`src/rtl/display_select_bcd.sv`:
```
`default_nettype none
// +--------------------------------------------------------------------------+
// | Module      : display_select_bcd                                         |
// | Description : Debug display selector for the CPU board. Routes one of    |
// |               NUM_CH statistics counters (as packed BCD, converted by an |
// |               iterative double-dabble engine), the latched main display  |
// |               word, or the memory-watch word to the 7-segment driver.    |
// | Option      : DISP_AUTOSCROLL_EN - switch all-ones steps through the     |
// |               counter channels every SCROLL_DIV clocks.                  |
// | Revision    : 1.0  initial release                                       |
// +--------------------------------------------------------------------------+
module display_select_bcd #(
    parameter int NUM_CH     = 3,
    parameter int CNT_W      = 32,
    parameter int DIGITS     = 8,
    parameter int SEL_W      = 4,
    parameter int SCROLL_DIV = 50000000
) (
    input  logic                      clk,
    input  logic                      rst_n,
    input  logic                      showA0,
    input  logic [31:0]               led_data,
    input  logic [NUM_CH*CNT_W-1:0]   cnt_flat,
    input  logic [31:0]               data_out,
    input  logic [SEL_W-1:0]          switch,
    output logic [31:0]               new_out,
    output logic                      busy,
    output logic                      ovf
);

    localparam int c_BCD_W    = 4 * DIGITS;
    localparam int c_BITCNT_W = $clog2(CNT_W);

    // Largest value representable in DIGITS decimal digits.
    function automatic logic [63:0] f_max_val();
        logic [63:0] v;
        v = 64'd1;
        for (int i = 0; i < DIGITS; i++) begin
            v = v * 64'd10;
        end
        return v - 64'd1;
    endfunction

    // Saturation display pattern: every produced digit shows 9.
    function automatic logic [31:0] f_nines();
        logic [31:0] v;
        v = '0;
        for (int i = 0; i < DIGITS; i++) begin
            v[4*i +: 4] = 4'h9;
        end
        return v;
    endfunction

    localparam logic [63:0]           c_MAX_VAL  = f_max_val();
    localparam logic [31:0]           c_NINES    = f_nines();
    localparam logic [c_BITCNT_W-1:0] c_BIT_LAST = c_BITCNT_W'(CNT_W - 1);
    localparam logic [SEL_W-1:0]      c_SEL_LAST = SEL_W'(NUM_CH);
    localparam logic [SEL_W-1:0]      c_SEL_DATA = SEL_W'(NUM_CH + 1);

    // Parameter sanity guard: an illegal set elaborates g_cfg_invalid.
    if (((1 << SEL_W) < NUM_CH + 2) || (SCROLL_DIV < CNT_W + 4)) begin : g_cfg_invalid
    end

    typedef enum logic [1:0] {
        S_IDLE  = 2'd0,
        S_LOAD  = 2'd1,
        S_SHIFT = 2'd2,
        S_DONE  = 2'd3
    } state_t;

    state_t                  r_state;
    state_t                  w_state_next;
    logic [SEL_W-1:0]        w_sel;
    logic                    w_is_cnt;
    logic [CNT_W-1:0]        w_ch_val;
    logic                    w_ch_over;
    logic [CNT_W-1:0]        r_bin;
    logic [c_BCD_W-1:0]      r_bcd;
    logic [c_BCD_W-1:0]      w_adj;
    logic [c_BITCNT_W-1:0]   r_bit_cnt;
    logic                    r_sat;
    logic [SEL_W-1:0]        r_cur_sel;
    logic [31:0]             r_latch;

`ifdef DISP_AUTOSCROLL_EN
    localparam int c_DIV_W = (SCROLL_DIV > 1) ? $clog2(SCROLL_DIV) : 1;
    localparam logic [c_DIV_W-1:0] c_DIV_LAST = c_DIV_W'(SCROLL_DIV - 1);

    logic                    w_scroll_mode;
    logic [c_DIV_W-1:0]      r_scroll_cnt;
    logic [SEL_W-1:0]        r_scroll_ch;

    assign w_scroll_mode = (switch == '1);

    // Scroll step counter: held at channel 1 / count 0 outside scroll mode,
    // so entering the mode always starts a fresh slot on channel 1.
    always_ff @(posedge clk) begin
        if (!rst_n || !w_scroll_mode) begin
            r_scroll_cnt <= '0;
            r_scroll_ch  <= SEL_W'(1);
        end else if (r_scroll_cnt == c_DIV_LAST) begin
            r_scroll_cnt <= '0;
            r_scroll_ch  <= (r_scroll_ch == c_SEL_LAST) ? SEL_W'(1)
                                                        : r_scroll_ch + SEL_W'(1);
        end else begin
            r_scroll_cnt <= r_scroll_cnt + c_DIV_W'(1);
        end
    end

    assign w_sel = w_scroll_mode ? r_scroll_ch : switch;
`else
    assign w_sel = switch;
`endif

    assign w_is_cnt  = (w_sel != '0) && (w_sel <= c_SEL_LAST);
    assign w_ch_over = ({{(64-CNT_W){1'b0}}, w_ch_val} > c_MAX_VAL);
    assign busy      = (r_state == S_LOAD) || (r_state == S_SHIFT);

    // Channel multiplexer: value of the counter addressed by the active select.
    always_comb begin
        w_ch_val = '0;
        for (int k = 0; k < NUM_CH; k++) begin
            if (w_sel == SEL_W'(k + 1)) begin
                w_ch_val = cnt_flat[k*CNT_W +: CNT_W];
            end
        end
    end

    // Double-dabble correction: add 3 to every BCD digit of 5 or more.
    always_comb begin
        w_adj = r_bcd;
        for (int i = 0; i < DIGITS; i++) begin
            if (r_bcd[4*i +: 4] >= 4'd5) begin
                w_adj[4*i +: 4] = r_bcd[4*i +: 4] + 4'd3;
            end
        end
    end

    // Converter state register.
    always_ff @(posedge clk) begin
        if (!rst_n) begin
            r_state <= S_IDLE;
        end else begin
            r_state <= w_state_next;
        end
    end

    // Converter next-state: a select change during LOAD/SHIFT restarts.
    always_comb begin
        w_state_next = r_state;
        case (r_state)
            S_IDLE:  if (w_is_cnt) w_state_next = S_LOAD;
            S_LOAD:  w_state_next = w_is_cnt ? S_SHIFT : S_IDLE;
            S_SHIFT: begin
                if (!w_is_cnt) begin
                    w_state_next = S_IDLE;
                end else if (w_sel != r_cur_sel) begin
                    w_state_next = S_LOAD;
                end else if (r_bit_cnt == '0) begin
                    w_state_next = S_DONE;
                end
            end
            S_DONE:  w_state_next = w_is_cnt ? S_LOAD : S_IDLE;
            default: w_state_next = S_IDLE;
        endcase
    end

    // Conversion datapath: snapshot on LOAD, one shift-add-3 step per SHIFT.
    always_ff @(posedge clk) begin
        if (!rst_n) begin
            r_bin     <= '0;
            r_bcd     <= '0;
            r_bit_cnt <= '0;
            r_sat     <= 1'b0;
            r_cur_sel <= '0;
        end else begin
            case (r_state)
                S_LOAD: begin
                    r_bin     <= w_ch_val;
                    r_bcd     <= '0;
                    r_bit_cnt <= c_BIT_LAST;
                    r_sat     <= w_ch_over;
                    r_cur_sel <= w_sel;
                end
                S_SHIFT: begin
                    {r_bcd, r_bin} <= {w_adj, r_bin} << 1;
                    r_bit_cnt      <= r_bit_cnt - c_BITCNT_W'(1);
                end
                default: ;
            endcase
        end
    end

    // Main display latch, loaded by the showA0 strobe.
    always_ff @(posedge clk) begin
        if (!rst_n) begin
            r_latch <= '0;
        end else if (showA0) begin
            r_latch <= led_data;
        end
    end

    // Output word: raw selects every cycle, converted value only on DONE
    // of a conversion whose channel is still the one selected.
    always_ff @(posedge clk) begin
        if (!rst_n) begin
            new_out <= '0;
            ovf     <= 1'b0;
        end else if (w_sel == '0) begin
            new_out <= showA0 ? led_data : r_latch;
            ovf     <= 1'b0;
        end else if (w_sel == c_SEL_DATA) begin
            new_out <= data_out;
            ovf     <= 1'b0;
        end else if (!w_is_cnt) begin
            new_out <= '0;
            ovf     <= 1'b0;
        end else if ((r_state == S_DONE) && (w_sel == r_cur_sel)) begin
            new_out <= r_sat ? c_NINES : 32'(r_bcd);
            ovf     <= r_sat;
        end
    end

endmodule
`default_nettype wire

```
`config.mk`:
```
export PLATFORM = sky130hd
export DESIGN_NAME = display_select_bcd
export DESIGN_NICKNAME = d
export VERILOG_FILES = /design/src/rtl/display_select_bcd.sv
export SDC_FILE = /design/constraint.sdc
export NUM_CORES = 1
export LEC_CHECK = 0
export BUFFER_PORTS_ARGS = -buffer_cell sky130_fd_sc_hd__buf_4
export CORE_UTILIZATION = 45
export CTS_CLUSTER_SIZE = 40
export DETAILED_ROUTE_END_ITERATION = 7
export PLACE_DENSITY = 0.69
export SLEW_MARGIN = 25
export SYNTH_ARGS = -nofsm -noshare
export SYNTH_HDL_FRONTEND = slang
export SYNTH_SLANG_ARGS = --single-unit
```
`constraint.sdc`:
```
create_clock -name clk -period 2.3 [get_ports clk]
set_input_delay 0.46 -clock clk [delete_from_list [all_inputs] [get_ports clk]]
set_output_delay 0.46 -clock clk [all_outputs]
set_load 0.05 [all_outputs]
```
Word-level counts from Yosys, hierarchy flattened
Cells that the tools add are included.
{"block": "totals", "output_inout_bits": 34, "regBits": 141, "in_bits": 167}
{"block": "op_classes", "mux": 27, "eq_ne": 12, "n_reduce_logical": 10, "n_addsub": 9, "bitwise": 2, "magnitude_cmp": 10}
{"operator": "32-bit two-way mux", "count": 9}
{"operator": "32-bit one-hot mux with 2 select lines", "count": 2}
{"operator": "4-bit by 3-bit greater-or-equal comparator with 1-bit output, second input constant", "count": 8}
{"operator": "32-bit by 27-bit > comparator with 1-bit output, second input constant", "count": 1}
{"operator": "4-bit by 2-bit adder with 4-bit output, second input constant", "count": 7}
{"operator": "4-bit two-way mux", "count": 7}
{"operator": "2-bit two-way mux", "count": 5}
{"operator": "5-bit one-hot mux with 2 select lines", "count": 1}
{"operator": "4-bit by 2-bit == test with 1-bit output, second input constant", "count": 2}
{"operator": "2-bit one-hot mux with 4 select lines", "count": 1}
{"operator": "5-bit logical NOT", "count": 1}
{"operator": "5-bit by 1-bit subtractor with 5-bit output, second input constant", "count": 1}
{"operator": "2-bit == test, second input constant", "count": 2}
{"operator": "4-bit by 1-bit == test with 1-bit output, second input constant", "count": 1}
{"operator": "4-bit by 3-bit == test with 1-bit output, second input constant", "count": 1}
{"operator": "4-bit == test", "count": 1}
{"operator": "4-bit by 2-bit less-or-equal comparator with 1-bit output, second input constant", "count": 1}
{"operator": "4-bit logical NOT", "count": 1}
{"operator": "4-bit by 1-bit != test with 1-bit output, second input constant", "count": 1}
{"operator": "4-bit by 2-bit != test with 1-bit output, second input constant", "count": 1}
{"operator": "4-bit != test", "count": 1}
{"operator": "4-bit nonzero test", "count": 1}
{"operator": "4-bit OR reduction", "count": 1}
{"operator": "3-bit by 2-bit adder with 3-bit output, second input constant", "count": 1}
{"operator": "10 further kinds", "count": 12}

Logic depth before layout (Yosys ltp)
{"block": "logic_depth", "depth_word": 6, "depth_mapped": 9, "mapped_depth_nobuf": 8}

Least setup slack after synthesis
OpenSTA, ideal clock, no wires.
{"block": "synth_timing", "kind": "reg2reg", "from": "reg r_state[1]", "to": "reg r_bit_cnt[3]", "setup_time_ns": 0.124, "path_buffers": 2, "period_less_slack_ns": 2.158, "stages_incl_launch_ff": 9, "t_required_ns": 2.176, "slack_ns": 0.142, "arrival_ns": 2.034, "cell_sequence": "dfxtp_1 inv_1 ha_1 clkbuf_1 and2_1 clkbuf_1 nand2_1 o41ai_1 nor2_1"}
{"block": "synth_between", "elab_chain_len": 2}
{"item": "start, declared", "line_no": "71", "rtl": "state_t r_state;"}
{"item": "start signal, assigned", "line_no": "144", "rtl": "r_state <= w_state_next;"}
{"item": "2-bit == test / 2-bit by 1-bit == test with 1-bit output (equally long branches)", "line_no": "177", "rtl": "case (r_state)"}
{"item": "5-bit one-hot mux with 2 select lines / 2-bit nonzero test (equally long branches)"}
{"item": "end signal, assigned", "line_no": "181", "rtl": "r_bit_cnt <= c_BIT_LAST;"}
{"item": "end signal, assigned", "line_no": "187", "rtl": "r_bit_cnt <= r_bit_cnt - c_BITCNT_W'(1);"}
{"item": "end, declared", "line_no": "80", "rtl": "logic [c_BITCNT_W-1:0] r_bit_cnt;"}
Parallel ways exist; a longest one is shown, timed or not.
A chain may end at the register's enable or synchronous reset.

Worst setup path after layout
{"block": "layout_timing", "from": "reg r_state[1]", "to": "out busy"}
{"block": "layout_between", "elab_chain_len": 2}
{"item": "2-bit by 1-bit == test with 1-bit output / 2-bit == test (equally long branches)", "line_no": "117", "rtl": "assign busy = (r_state == S_LOAD) || (r_state == S_SHIFT);"}
{"item": "1-bit logical OR *", "line_no": "117"}
{"item": "end, declared", "line_no": "27", "rtl": "output logic busy,"}
Mark *: on every way between the ends. The rest lies on a longest branch, timed or not.

==> impl_metrics.yaml <==
cts:
  insertion_delay_ps: 430
  cts_tree: "built"
  clock_sinks: 141
  clk_root_buffer_cell: "clkbuf_16"
  clk_transition_reported_paths_ps: 60
  clock_path_buffers: 2
  cts_buffers: 17
  htreeDepth: 4
  cts_setup_buffers: 0
  ctsHoldBuffers: 0
  cts_resized: 0
placed_design:
  place_area_um2: 9740
  pre_cts_ws_ps: -4.39
  gp_congestion: 0.859
  io_buffers: 200
  dpl.hpwl_mm: 16.5
drt:
  drt_pass1_iterations: 5
  routed_via_density: 5.71
  routedWlPerCell_um: 17.5
  wl_mm: 22.9
  vias: 7457
  ant_nets: 0
  drc_errors: 0
  first_iter_violations: 612
die:
  start_util_pct: 46.2
  core_area_um2: 17300
  die_area_um2: 18300
  rows: 48
  die_w_um: 135
  die_h_um: 135
  pin_count: 201
timing:
  slew_headroom_pct: 52.5
  finalCritPeriodShare_pct: 95.5
  setup_slack_ps: 103
  fin_crit_ps: 2200
  hold_viol: 0
  fmax_mhz: 455
  tns_ps: 0
  finalClockSkew_ps: 12.2
  tightest_slew_ps: 711
  rsz0062_at_grt: "false"
  setup-violations-final: 0
  slew_viol_final: 0
power_and_ir_drop:
  ir_drop_mv: 0.531
  intPower_mw: 4.89
  pwr-share-seq_pct: 39.8
  p_total_mw: 6.73
  power.share.clock_pct: 41.7
  p_switching_mw: 1.83
  pwr_density_cell_nw_per_um2: 651
  combPwrFrac_pct: 18.5
  swShare_pct: 27.2
  leakage_nw: 4.57
finish:
  multi_input_area_um2: 4710
  seqCellArea_um2: 2820
  syn_to_final_growth_pct: 29.3
  n_fill_cell: 1518
  antennaDiodeCount: 0
  fin_nets: 1261
  mostFrequentLayoutCells: "buf_4, dfxtp_1, nand2_1"
  fin_area_um2: 10300
  drive_above_1_share_pct: 28.2
  final_common_cell: "buf_4"
worst_setup_path:
  cp.arrival_ps: 1740
  slowest_stage: "ha_4"
  path_class: "reg -> out"
  cp-end-kind: "output pin"
  r2r_start: "r_cur_sel[1]$_SDFFE_PN0P_"
  reg2reg_depth: 7
  path_buf_inv: 2
  cpPeakStageDelay_ps: 490
  worst_setup_path_start_kind: "flip-flop"
  path_max_fanout: 25
  r2r_end: "new_out[3]$_SDFFE_PN0P_"
  worstPathCellList: "inv_1 > ha_4 > buf_4"
  rrSetupSlack_ps: 380
  cpLargestDelayFamily: "adder cells"
  required_ps: 1840
hold_path:
  worstHoldPathType: "in -> reg"
  hold_end: "r_latch[1]$_SDFF_PN0_"
  whs_path_depth: 3
  min_from: "led_data[1]"
global_routing:
  grt_pass1_vias: 6881
  grt_max_degree: 63
  antenna_found_initial: 0
  grt_use_total_pct: 25.1
  grt_pass1_wl_mm: 36.2
  grt_overflow_total: 0
synth:
  syn-num-nets: 1095
  synthArstFlopShare_pct: 0
  yosys_warnings: 0
  syn_avg_cell_area_um2: 8.83
  ys_seq_area_share_pct: 35.3
  synthCells: 905
  ys_types: 52
  mappedNetlistArea_um2: 7990
  synth.ff_latch_count: 141
  synth_edf_count: 0
  synthFlopType: "dfxtp_1"
run_status:
  status: "completed"
run:
  drv_cap: 0
## worst max-delay path by stage
| stage | start | cells past startpoint | to | slack, ps |
|---|---|---|---|---|
| after floorplan | r_state[1]$_SDFFE_PN0P_ | 8 | r_bit_cnt[3]$_SDFFE_PN0P_ | 140 |
| after global placement | switch[1] | 7 | new_out[3]$_SDFFE_PN0P_ | -40 |
| after detailed placement | switch[1] | 8 | r_sat$_SDFFE_PN0P_ | -4 |
| after CTS | r_state[1]$_SDFFE_PN0P_ | 3 | busy | 90 |
| after global routing | r_state[1]$_SDFFE_PN0P_ | 3 | busy | 8 |
| final | r_state[1]$_SDFFE_PN0P_ | 3 | busy | 100 |
## metrics by stage
stage          hold slack (ps)  util [%]  std cells
5_1_grt                    312      59.8       1307
4_1_cts                    306      59.8       1307
3_5_place_dp               450      56.3       1277
2_1_floorplan              454         -        905
6_report                   313      59.8       1307
3_3_place_gp               445      56.2       1276
## state kept, by name, indices dropped and copies added (netlist names)
name	flops
r_sat	1
r_cur_sel	4
r_latch	32
r_bcd	32
new_out	32
r_bit_cnt	5
r_bin	32
r_state	2
ovf	1
## routing by layer
layer / vias to the layer above / global-route usage [%] / part of all wire (%)
li1: 3657 / - / -
met1: 3550 / 35.0 / 47
met2: 227 / 39.9 / 46
met3: 23 / 4.94 / 6.1
met4: 0 / 5.56 / 1.2
met5: - / 0 / 0
## tightest hold or removal path: stages
cell and delay, ps:
buf_4 80, mux2i_1 70, nor2b_1 100
## power groups by stage
stage | logic [mW] | registers, mW | clock network, mW
5_1_grt | 1.35 | 2.70 | 2.96
3_5_place_dp | 1.23 | 2.73 | 0
4_1_cts | 1.24 | 2.68 | 2.84
6_report | 1.24 | 2.68 | 2.81
2_1_floorplan | 0.684 | 2.80 | 0
3_3_place_gp | 1.22 | 2.73 | 0
## cell families after synthesis
family	Yosys count	synth area share, %
AO/OA/AOI/OAI	303	28.5
XOR/XNOR	19	2.08
adder cells (fa/ha/maj)	23	3.60
buffers and inverters	110	6.11
flip-flops	141	35.3
multiplexers	69	9.08
AND/OR/NAND/NOR	240	15.3
## synthesized netlist by cell type, types with 11 or more instances
master | n | area (um^2)
a21oi_1 | 54 | 270
a221o_1 | 16 | 160
a221oi_2 | 11 | 165
a22oi_1 | 29 | 218
and2_1 | 25 | 156
buf_2 | 12 | 60.1
clkbuf_1 | 49 | 184
dfxtp_1 | 141 | 2820
ha_1 | 23 | 288
inv_1 | 30 | 113
mux2_2 | 28 | 315
mux2i_1 | 41 | 410
nand2_1 | 78 | 293
nand2b_1 | 11 | 68.8
nor2_1 | 37 | 139
nor2b_1 | 58 | 363
o211a_1 | 51 | 510
o21ai_0 | 60 | 300
o22ai_1 | 20 | 125
o311ai_0 | 19 | 166
xor2_1 | 11 | 96.3
## cell type report
cell class / instances / share of cell area (%)
tap: 225 / 2.72
clock inverter: 11 / 1.55
timing repair buffer: 227 / 17.5
multi-input combinational: 654 / 45.6
sequential: 141 / 27.3
inverter: 30 / 1.09
clock buffer: 19 / 4.19
Note: power is estimated with default switching activity, not from simulation.
